--- src/rtl/pipe_mem_arbiter.sv ---
// pipe_mem_arbiter: shares one single-port memory between the fetch and MEM stages.
// A data access is served before an instruction fetch, and the pipeline is stalled until both are done.
`default_nettype none

module pipe_mem_arbiter #(
    parameter int MAX_WAIT = 255
) (
    input  logic        clk,
    input  logic        rst_n,
    input  logic        imem_read,
    input  logic [31:0] imem_addr,
    input  logic        dmem_read,
    input  logic        dmem_write,
    input  logic [31:0] dmem_addr,
    input  logic [31:0] dmem_wdata,
    input  logic [3:0]  dmem_wmask,
    output logic [31:0] imem_rdata,
    output logic [31:0] dmem_rdata,
    output logic        stall_pipeline,
    output logic        mem_read,
    output logic        mem_write,
    output logic [31:0] mem_addr,
    output logic [31:0] mem_wdata,
    output logic [3:0]  mem_wmask,
    input  logic [31:0] mem_rdata,
    input  logic        mem_resp,
    output logic        timeout_err
);

    typedef enum logic [1:0] {
        IDLE  = 2'd0,
        D_ACC = 2'd1,
        I_ACC = 2'd2,
        DONE  = 2'd3
    } state_t;

    localparam int                CNT_W    = (MAX_WAIT < 1) ? 1 : $clog2(MAX_WAIT + 1);
    localparam logic [CNT_W-1:0]  CNT_LAST = CNT_W'(MAX_WAIT - 1);

    state_t            state_q, state_d;
    logic [CNT_W-1:0]  cnt_q, cnt_d;
    logic [31:0]       imem_rdata_q, imem_rdata_d;
    logic [31:0]       dmem_rdata_q, dmem_rdata_d;
    logic              err_q, err_d;

    logic              in_acc;
    logic              expire;
    logic              acc_done;
    logic [31:0]       rdata_eff;

    // The cycle that would bring the count to MAX_WAIT without a response ends the access.
    assign in_acc    = (state_q == D_ACC) || (state_q == I_ACC);
    assign expire    = in_acc && !mem_resp && (cnt_q == CNT_LAST);
    assign acc_done  = in_acc && (mem_resp || expire);
    assign rdata_eff = mem_resp ? mem_rdata : 32'h0;

    always_comb begin
        state_d      = state_q;
        cnt_d        = '0;
        imem_rdata_d = imem_rdata_q;
        dmem_rdata_d = dmem_rdata_q;
        err_d        = err_q | expire;
        mem_read     = 1'b0;
        mem_write    = 1'b0;
        mem_addr     = 32'h0;
        mem_wdata    = 32'h0;
        mem_wmask    = 4'h0;

        case (state_q)
            IDLE: begin
                if (dmem_read || dmem_write) begin
                    state_d = D_ACC;
                end else if (imem_read) begin
                    state_d = I_ACC;
                end
            end
            D_ACC: begin
                mem_read  = dmem_read;
                mem_write = dmem_write;
                mem_addr  = dmem_addr;
                mem_wdata = dmem_wdata;
                mem_wmask = dmem_wmask;
                if (acc_done) begin
                    if (dmem_read) begin
                        dmem_rdata_d = rdata_eff;
                    end
                    state_d = imem_read ? I_ACC : DONE;
                end else begin
                    cnt_d = cnt_q + CNT_W'(1);
                end
            end
            I_ACC: begin
                mem_read  = 1'b1;
                mem_addr  = imem_addr;
                mem_wmask = 4'hF;
                if (acc_done) begin
                    imem_rdata_d = rdata_eff;
                    state_d      = DONE;
                end else begin
                    cnt_d = cnt_q + CNT_W'(1);
                end
            end
            DONE: begin
                state_d = IDLE;
            end
            default: begin
                state_d = IDLE;
            end
        endcase
    end

    always_ff @(posedge clk or negedge rst_n) begin
        if (!rst_n) begin
            state_q      <= IDLE;
            cnt_q        <= '0;
            imem_rdata_q <= 32'h0;
            dmem_rdata_q <= 32'h0;
            err_q        <= 1'b0;
        end else begin
            state_q      <= state_d;
            cnt_q        <= cnt_d;
            imem_rdata_q <= imem_rdata_d;
            dmem_rdata_q <= dmem_rdata_d;
            err_q        <= err_d;
        end
    end

    // Gated by rst_n so the pipeline is never frozen while the block is held in reset.
    assign stall_pipeline = rst_n & (imem_read | dmem_read | dmem_write) & (state_q != DONE);
    assign imem_rdata     = imem_rdata_q;
    assign dmem_rdata     = dmem_rdata_q;
    assign timeout_err    = err_q;

endmodule

`default_nettype wire

--- config.mk ---
export PLATFORM = sky130hd
export DESIGN_NAME = pipe_mem_arbiter
export DESIGN_NICKNAME = d
export VERILOG_FILES = /design/src/rtl/pipe_mem_arbiter.sv
export SDC_FILE = /design/constraint.sdc
export NUM_CORES = 1
export LEC_CHECK = 0
export ABC_CLOCK_PERIOD_IN_PS = 2400
export BUFFER_PORTS_ARGS = -buffer_cell sky130_fd_sc_hd__clkbuf_2
export CAP_MARGIN = 10
export CORE_AREA = 2 2 105 107
export DETAILED_ROUTE_END_ITERATION = 10
export DIE_AREA = 0 0 107 109
export PLACE_DENSITY = 0.73
export SLEW_MARGIN = 40
export SYNTH_ARGS = -nofsm -noshare
export SYNTH_HDL_FRONTEND = slang
export SYNTH_SLANG_ARGS = --single-unit
--- constraint.sdc ---
create_clock -name clk -period 2.4 [get_ports clk]
set_input_delay 0.12 -clock clk [delete_from_list [all_inputs] [get_ports clk]]
set_output_delay 0.12 -clock clk [all_outputs]
set_load 0.01 [all_outputs]
-- After elaboration in Yosys (flattened, before gate mapping)
Cells that the tools add are included.
- RAM bits: 0
- logic and storage cells: 45
- output and inout bits: 136
- bits in latches: 0
- register bits after elaboration: 75
- bits in read-only memories: 0
- memories kept: 0
- shift operators: 0
- equality and inequality tests: 8
- multiplexer cells: 14
- order comparisons: 0
- add/sub/neg operators: 1
- bitwise gates (word level): 5
- multiply operators: 0
- divide/modulo/power cells: 0
- reduce and logical (&&, ||, !) cells: 12
- operators with widths (cell ; number):
    two-way mux 32 bit ; 2
    case mux 32 bit (2 select lines) ; 1
    two-way mux 8 bit ; 2
    adder 8 x 1 -> 8 bit, second input constant ; 1
    == test 8 bit, second input constant ; 1
    two-way mux 2 bit ; 4
    case mux 2 bit (4 select lines) ; 1
    case mux 4 bit (2 select lines) ; 1
    inequality test 2 bit, second input constant ; 3
    AND reduction 3 bit ; 2
    == test 2 bit, second input constant ; 2
    logical AND 1 bit ; 3
    logical OR 1 bit ; 3
    inequality test 3 bit, second input constant ; 1
    OR 1 bit ; 3
    AND 1 bit ; 2
    == test 2 x 1 -> 1 bit, second input constant ; 1
    zero test 2 bit ; 1
    two-way mux 1 bit ; 2
    case mux 1 bit (2 select lines) ; 1
    AND reduction 2 bit ; 1
    OR reduction 2 bit ; 1
    zero test 1 bit ; 1

-- Logic depth before layout (Yosys ltp)
Gate-level depths: netlist of run 1.
- depth after elaboration: 8
- mapped depth: 7
- depth with buffers taken out: 6

-- Worst setup path after synthesis of run 1
No wires, ideal clock.
- path kind: register to output
- start point: reg state_q[0]
- end point: out mem_addr[0]
- buffers on the path: 3
- path slack: 0.690 ns
- required time: 2.280 ns
- stages on the path, launching flop included: 7
- arrival time: 1.590 ns
- cells stage by stage: dfrtp_1 -> inv_1 -> ha_1 -> clkbuf_2 -> clkbuf_1 -> clkbuf_1 -> nor2b_1
- longest elaborated chain between the ends: 2
- elaborated cells on any way between the ends: 3
- classes of those cells: 2 x eq/ne; 1 x mux
- ends and longest elaborated chain (element ; RTL line ; text):
    start: declaration ; 40 ; state_t state_q, state_d;
    start signal: assignment ; 120 ; state_q <= state_d;
    == test 2 bit or == test 2 x 1 -> 1 bit (tied branches) ; 69 ; case (state_q)
    case mux 32 bit (2 select lines) * ; 69 ;
    end: declaration ; 22 ; output logic [31:0] mem_addr,
Every way passes the cells marked *; elsewhere a longest branch is shown, timed or not.

-- Worst setup path after layout of run 1
- start point: reg state_q[0]
- end point: out mem_addr[14]
The elaborated chain is that of the path after synthesis.

==> results of run 1 <==
[flip-flops by register name, summed over array words and instances, names as in the netlist]
register     cells
cnt_q            8
timeout_err      1
state_q          2
dmem_rdata      32
imem_rdata      32
[logic make-up after synthesis]
logic type	after synthesis	synth area share [%]
flip-flops	75	49.8
adder cells (fa/ha/maj)	7	2.33
AO/OA/AOI/OAI	112	24.2
buffers and inverters	36	5.51
XOR/XNOR	5	1.16
AND/OR/NAND/NOR	102	16.9
[power by group through the flow]
stage | sequential [mW] | combinational [mW] | clock [mW]
floorplan | 2.35 | 2.13 | 0
global placement | 2.15 | 3.79 | 0
detailed placement | 2.17 | 3.88 | 0
CTS | 2.16 | 3.90 | 0.927
global route | 2.21 | 4.22 | 0.988
finish | 2.16 | 3.87 | 0.896
[per-layer routing]
layer | wire (um) | track usage [%] | part of all wire [%] | up-vias
met3 | 1220 | 6.81 | 9.6 | 16
met2 | 6350 | 35.2 | 50 | 220
met5 | 0 | 0 | 0 | -
met4 | 157 | 6.49 | 1.2 | 0
li1 | - | - | - | 1754
met1 | 5010 | 26.2 | 39 | 1833
[worst paths after layout]
kind / end
max in group asynchronous: dmem_rdata[29]
worst max register to register: dmem_rdata[27]
worst min register to register: timeout_err
min in group asynchronous: imem_rdata[1]
worst min-delay path: imem_rdata[4]
worst max-delay path: mem_addr[14]
[layout make-up]
class | instances | area (sq um) | share of cell area [%]
tap | 140 | 175 | 3.23
multi-input combinational | 226 | 1690 | 31.1
clock buffer | 12 | 135 | 2.49
timing repair buffer | 284 | 1480 | 27.4
sequential | 75 | 1880 | 34.7
clock inverter | 3 | 40.0 | 0.739
inverter | 5 | 18.8 | 0.347
[critical path, cell delays in order, from the launching register on]
cell	delay (ps)
dfrtp_1	410
inv_1	100
ha_2	550
buf_4	320
nor2b_1	200
clkbuf_2	150
[metrics by stage]
step | instance area [sq um] | setup slack [ps] | total power, mW | utilization (%) | cells
final | 5420 | 195 | 6.93 | 51.1 | 745
after global routing | 5420 | 29.9 | 7.42 | 51.1 | 745
after CTS | 5410 | 1.37 | 6.98 | 51.1 | 745
after detailed placement | 5200 | 135 | 6.05 | 49.0 | 726
after global placement | 5200 | 244 | 5.95 | 49.0 | 726
after floorplan | 3770 | 690 | 4.48 | - | 337
[layout by cell type, fill, tap and decap left out, types with 2 or more instances in the layout]
cell type and n:
clkbuf_8 9, inv_1 5, a21oi_1 6, nor2b_1 39, a22o_1 62, xnor2_1 3
buf_12 2, buf_4 5, a22oi_1 32, a22o_2 2, ha_2 2, xor2_1 2
and2_1 33, nand3_1 4, dlygate4sd3_1 4, nand4_4 2, ha_1 5, o21ai_0 4
clkbuf_1 3, clkbuf_2 272, clkinv_2 2, nor3_1 2, nor2_1 11, dfrtp_1 75
nand2_1 4
[what timing repair did]
action                                  CTS  global route
hold endpoints to repair                 18             0
gates resized for setup                   0             1
endpoints found under the setup margin    0            32
hold buffers                              4             0
==> flow_summary.yaml, run 1 <==
final_layout:
  drive_gt1_share_pct: 49.6
  areaGrowthSynthToFinish_pct: 43.8
  nets: 746
  fillCellCount: 988
  antenna_cells: 0
route:
  initialDrtViolationCount: 309
  routed_wl_um: 12700
  via_per_inst: 5.13
  drc_errors: 0
  ant_nets: 0
  post_drt_wl_per_cell_um: 17.1
  drtPass1Iterations: 5
  vias: 3823
synthesis:
  synth_edf_count: 0
  seq_area_frac_synth_pct: 49.8
  yosysMostFrequentCell: "dfrtp_1"
  synth_top_area_share_pct: 49.8
  synthFlopType: "dfrtp_1"
  syn_area_per_cell_sq_um: 11.2
  ys_ff_latch: 75
  synthTopCellsByCount: "dfrtp_1 (75), a22o_1 (62), nor2b_1 (39)"
  yosys.area.top_type: "dfrtp_1"
  synthCells: 337
  ys_async_sr_fraction_pct: 100
  syn-num-nets: 482
  synthTopCellsByArea: "dfrtp_1 (50%), a22o_1 (14%), nor2b_1 (6.5%)"
  syn-cell-area_sq_um: 3770
  yosys_warnings: 0
  ys_types: 37
critical_path:
  worstSetupPathType: "register to output pin"
  reg2reg_slack_ps: 360
  ff2ff_path_depth: 4
  path_max_fanout: 28
  endpoint_kind: "output pin"
  critPathLaunch: "state_q[0]"
  startpoint_type: "register"
  crit_arrival_ps: 2080
  rr_startpoint: "state_q[0]"
  critPathRequiredTime_ps: 2280
grt:
  grt_max_degree: 72
  globalRouteOverflowTotal: 0
  grt_pass1_vias: 3610
  grt_usage_pct: 21.1
  grt_pass1_wl_um: 19200
  antenna_found_initial: 0
sta:
  period_share_pct: 91.9
  slew_viol_final: 0
  fmax_mhz: 454
  hold_viol: 0
  rsz0062_at_grt: "no"
  hold-worst-slack_ps: 27.7
  fin_crit_ps: 2200
  slew_headroom_pct: 62.9
  setup_viol: 0
  fin_skew_ps: 7.81
  setup_tns_ps: 0
  tightest_slew_ps: 552
pwr:
  p_int_mw: 4.08
  p_leak_nw: 2.97
  p_comb_share_pct: 55.9
  ir_drop_uv: 600
  p_sw_mw: 2.85
  swShare_pct: 41.2
  powerDensity_nw_per_um2: 1280
  clockPowerShare_pct: 12.9
  p_seq_share_pct: 31.2
job:
  max_cap_viol_count: 0
floorplanning:
  core_area_sq_um: 10600
  ios: 274
  die_w_um: 107
  num_rows: 38
  dieArea_sq_um: 11700
  start_util_pct: 35.5
  die_height_um: 109
place:
  io_buffer_count: 273
  place_congestion: 0.862
  dp_hpwl_um: 9780
clock_tree:
  cts_buffers: 9
  clk_pin_slew_worst_paths_ps: 80
  cts_sinks: 75
  cts_htree_levels: 3
  cts_max_path_buffers: 2
  cts_tree: "done"
  root_buffer: "clkbuf_8"
  cts_setup_buffers: 0
  clock_latency_ps: 340
min_path:
  whs_path_depth: 2
  hold_path.class: "input port to register"
  hp-start: "mem_rdata[4]"
run_status:
  status: "finished clean"
Power figures use the tool's default switching activity.
==> inputs of run 2 (changes only) <==
==> constraint.sdc (replaced) <==
create_clock -name clk -period 2.4 [get_ports clk]
set_input_delay 0.12 -clock clk [delete_from_list [all_inputs] [get_ports clk]]
set_output_delay 0.12 -clock clk [all_outputs]
set_load 0.005 [all_outputs]
==> flow_summary.yaml, run 2 (synthesis gave the netlist of run 1 again) <==
critical_path:
  endpoint_kind: "output pin"
  critPathLaunch: "state_q[0]"
  crit_buf_inv: 3
  path_max_fanout: 38
  startpoint_type: "register"
  cp.depth: 6
  crit_arrival_ps: 2140
  reg2reg_slack_ps: 410
  path_cells: "inv_1 > ha_1 > buf_4 > a22oi_1 > nor2b_1 > clkbuf_2"
  cp-endpoint: "mem_addr[0]"
  ff2ff_path_depth: 6
  reg2reg_to: "dmem_rdata[27]"
  critPathSlowestCell: "dfrtp_1"
  critPathRequiredTime_ps: 2280
  slowest_delay_ps: 420
  rr_startpoint: "cnt_q[0]"
  worstSetupPathType: "register to output pin"
  path_delay_family: "buffers and inverters"
sta:
  tightest_slew_ps: 540
  fmax_mhz: 443
  fin_skew_ps: 10.6
  hold_viol: 0
  setup_tns_ps: 0
  fin_crit_ps: 2260
  slew_viol_final: 0
  rsz0062_at_grt: "no"
  slew_headroom_pct: 63.8
  setup_viol: 0
  period_share_pct: 94.0
min_path:
  hp-start: "mem_rdata[24]"
  hold_path.class: "input port to register"
grt:
  grt_usage_pct: 20.9
  grt_pass1_vias: 3528
  globalRouteOverflowTotal: 0
  grt_pass1_wl_um: 18900
  antenna_found_initial: 0
  grt_max_degree: 76
floorplanning:
  die_height_um: 109
  num_rows: 38
  die_w_um: 107
  start_util_pct: 35.5
  ios: 274
  core_area_sq_um: 10600
  dieArea_sq_um: 11700
route:
  post_drt_wl_per_cell_um: 16.8
  routed_wl_um: 12600
  drtPass1Iterations: 4
  vias: 3779
  via_per_inst: 5.03
  ant_nets: 0
  drc_errors: 0
  initialDrtViolationCount: 226
pwr:
  ir_drop_uv: 505
  power.total_mw: 6.44
  powerDensity_nw_per_um2: 1180
  p_leak_nw: 2.98
place:
  dp_hpwl_um: 9650
  dpl_cell_area_sq_um: 5200
  io_buffer_count: 273
  place_congestion: 0.841
final_layout:
  nets: 751
  final_cell_mix: "clkbuf_2 (272), dfrtp_1 (75), a22o_1 (62)"
  antenna_cells: 0
  layout_commonest_cell: "clkbuf_2"
  fillCellCount: 974
  stdcell_area_sq_um: 5450
  final_core_util_pct: 51.4
  drive_gt1_share_pct: 49.3
  areaGrowthSynthToFinish_pct: 44.7
clock_tree:
  cts_max_path_buffers: 2
  hold_buffers: 9
  cts_sinks: 75
  root_buffer: "clkbuf_8"
  cts_resized: 0
  cts_tree: "done"
  clock_latency_ps: 350
  cts_setup_buffers: 0
  cts_htree_levels: 3
  cts_buffers: 9
  clk_pin_slew_worst_paths_ps: 80
run_status:
  status: "finished clean"
job:
  max_cap_viol_count: 0
-- run 2: changes by cell type in the layout (fill, tap and decap cells not counted) --
cell           previous run  this run
clkinv_2                  2         3
ha_2                      2         1
clkinvlp_4                0         2
dlygate4sd3_1             4         9
ha_1                      5         6
bufinv_16                 1         0
clkbuf_1                  3         2
-- run 2: per-layer routing --
| layer | GRT usage, % | part of all wire, % |
|---|---|---|
| met1 | 25.2 | 38 |
| met3 | 6.69 | 10 |
| met4 | 8.35 | 1.6 |
| met5 | 0 | 0 |
| met2 | 34.9 | 50 |
-- run 2: worst reg2reg max path: stages (launching register included) --
cell,delay (ps)
dfrtp_1,420
inv_1,70
ha_1,160
nand3_1,160
o21bai_4,240
nand4_4,440
a22o_2,380
-- run 2: worst min path at each step --
stage / end / cells after the start / slack, ps
6_report: dmem_rdata[24] / 2 / 10
3_3_place_gp: dmem_rdata[0] / 2 / 270
2_1_floorplan: cnt_q[0] / 0 / -180
4_1_cts: dmem_rdata[11] / 2 / 0.4
5_1_grt: dmem_rdata[11] / 2 / 8
3_5_place_dp: imem_rdata[9] / 2 / 280
-- run 2: cell type report --
class / count / area, sq um / share of cell area [%]
sequential: 75 / 1880 / 34.4
multi-input combinational: 226 / 1680 / 30.9
timing repair buffer: 289 / 1530 / 28.1
tap: 140 / 175 / 3.21
clock buffer: 11 / 131 / 2.41
clock inverter: 5 / 30.0 / 0.551
inverter: 5 / 18.8 / 0.344
-- run 2: metrics by stage --
stage	cells	setup slack, ps	hold WS [ps]
4_1_cts	751	103	0.359
5_1_grt	751	50.6	8.04
6_report	751	143	10.8
2_1_floorplan	337	696	-176
3_5_place_dp	726	418	278
3_3_place_gp	726	474	272
-- run 2: report_power, final --
group / leakage (nW) / internal, mW / switching [mW]
Clock: 0.0791 / 0.370 / 0.453
Sequential: 0.957 / 1.81 / 0.340
Combinational: 1.95 / 1.78 / 1.70
Total: 2.98 / 3.96 / 2.49
==> inputs of run 3 (changes only) <==
- HOLD_SLACK_MARGIN: default -> 0.03
==> flow_summary.yaml, run 3 (synthesis gave the netlist of run 1 again) <==
sta:
  hold_viol: 0
  fmax_mhz: 445
  tightest_slew_ps: 541
  setup_viol: 0
  fin_skew_ps: 11.5
  slew_viol_final: 0
  fin_crit_ps: 2250
  period_share_pct: 93.7
  rsz0062_at_grt: "no"
  hold-worst-slack_ps: 194
  setup_tns_ps: 0
  slew_headroom_pct: 63.7
route:
  initialDrtViolationCount: 257
  ant_nets: 0
  post_drt_wl_per_cell_um: 17.0
  drtPass1Iterations: 4
  vias: 3892
  drc_errors: 0
  via_per_inst: 5.02
  routed_wl_um: 13100
critical_path:
  path_max_fanout: 38
  worstSetupPathType: "register to output pin"
  critPathRequiredTime_ps: 2280
  endpoint_kind: "output pin"
  crit_arrival_ps: 2130
  startpoint_type: "register"
final_layout:
  stdcell_area_sq_um: 5690
  fin_cells: 775
  fillCellCount: 943
  areaGrowthSynthToFinish_pct: 51.1
  final_cell_mix: "clkbuf_2 (272), dfrtp_1 (75), a22o_1 (62)"
  drive_gt1_share_pct: 47.4
  multi_input_area_sq_um: 1680
  antenna_cells: 0
  nets: 775
  seq_area_sq_um: 1880
  layout_commonest_cell: "clkbuf_2"
  final_core_util_pct: 53.7
pwr:
  p_sw_mw: 2.53
  ir_drop_uv: 521
  p_comb_share_pct: 54.1
  p_leak_nw: 3.08
  p_int_mw: 3.98
  swShare_pct: 38.8
  powerDensity_nw_per_um2: 1140
  p_seq_share_pct: 33.1
  clockPowerShare_pct: 12.7
min_path:
  hold_path.class: "input port to register"
place:
  placed_cells: 726
  dp_hpwl_um: 9650
  place_congestion: 0.841
  dpl_cell_area_sq_um: 5200
  io_buffer_count: 273
clock_tree:
  cts_htree_levels: 3
  root_buffer: "clkbuf_8"
  clk_pin_slew_worst_paths_ps: 80
  cts_tree: "done"
  clock_latency_ps: 350
  cts_resized: 0
  cts_sinks: 75
  cts_buffers: 9
  cts_max_path_buffers: 2
floorplanning:
  num_rows: 38
  die_height_um: 109
  start_util_pct: 35.5
  die_w_um: 107
  ios: 274
  dieArea_sq_um: 11700
  core_area_sq_um: 10600
grt:
  antenna_found_initial: 0
  grt_max_degree: 76
  grt_usage_pct: 21.8
  grt_pass1_wl_um: 19700
  grt_pass1_vias: 3687
  globalRouteOverflowTotal: 0
run_status:
  status: "finished clean"
job:
  max_cap_viol_count: 0
==> run 3: metrics by stage <==
stage          total power [mW]  setup WS [ps]
5_1_grt                    6.99           47.4
3_5_place_dp               5.65            418
4_1_cts                    6.55            103
2_1_floorplan              4.11            696
6_report                   6.51            152
3_3_place_gp               5.56            474
==> run 3: power groups by stage <==
stage               Clock, mW  Combinational (mW)  Sequential (mW)
floorplan                   0                1.95             2.15
global placement            0                3.42             2.15
detailed placement          0                3.49             2.16
CTS                     0.852                3.56             2.14
global route            0.901                3.88             2.21
finish                  0.828                3.52             2.16
==> run 3: area by class of cell <==
type	count	share of cell area, %
clock buffers	11	2.31
clock inverters	5	0.528
inverters	5	0.330
multi-input cells	226	29.6
flip-flops and latches	75	33.0
well taps	140	3.08
repair buffers	313	31.2
==> run 3: metal layers <==
metal / share of wire [%] / GRT usage [%] / vias up
met4: 1.5 / 7.42 / 0
met2: 51 / 37.3 / 192
met1: 38 / 25.8 / 1866
met5: 0 / 0 / -
met3: 9.4 / 7.17 / 18
li1: - / - / 1816
==> run 3: worst paths after layout <==
kind / start / end / slack, ps / depth (start not counted)
max reg2reg: cnt_q[0] / dmem_rdata[6] / 410 / 6
min: mem_resp / timeout_err / 190 / 3
max: state_q[0] / mem_addr[0] / 150 / 6
min reg2reg: imem_rdata[18] / imem_rdata[18] / 500 / 1
max in group asynchronous: rst_n / state_q[0] / 1690 / 3
min in group asynchronous: rst_n / imem_rdata[7] / 420 / 3
==> run 3: timing repair <==
item / 4_1_cts / 5_1_grt
buffers inserted: 0 / 0
hold endpoints to repair: 138 / 0
hold buffers: 33 / 0
==> run 3: critical path, stage by stage, from the launching register on <==
cell      delay (ps)
dfrtp_1          420
inv_1            120
ha_1             280
buf_4            400
a22oi_1          160
nor2b_1          220
clkbuf_2         150
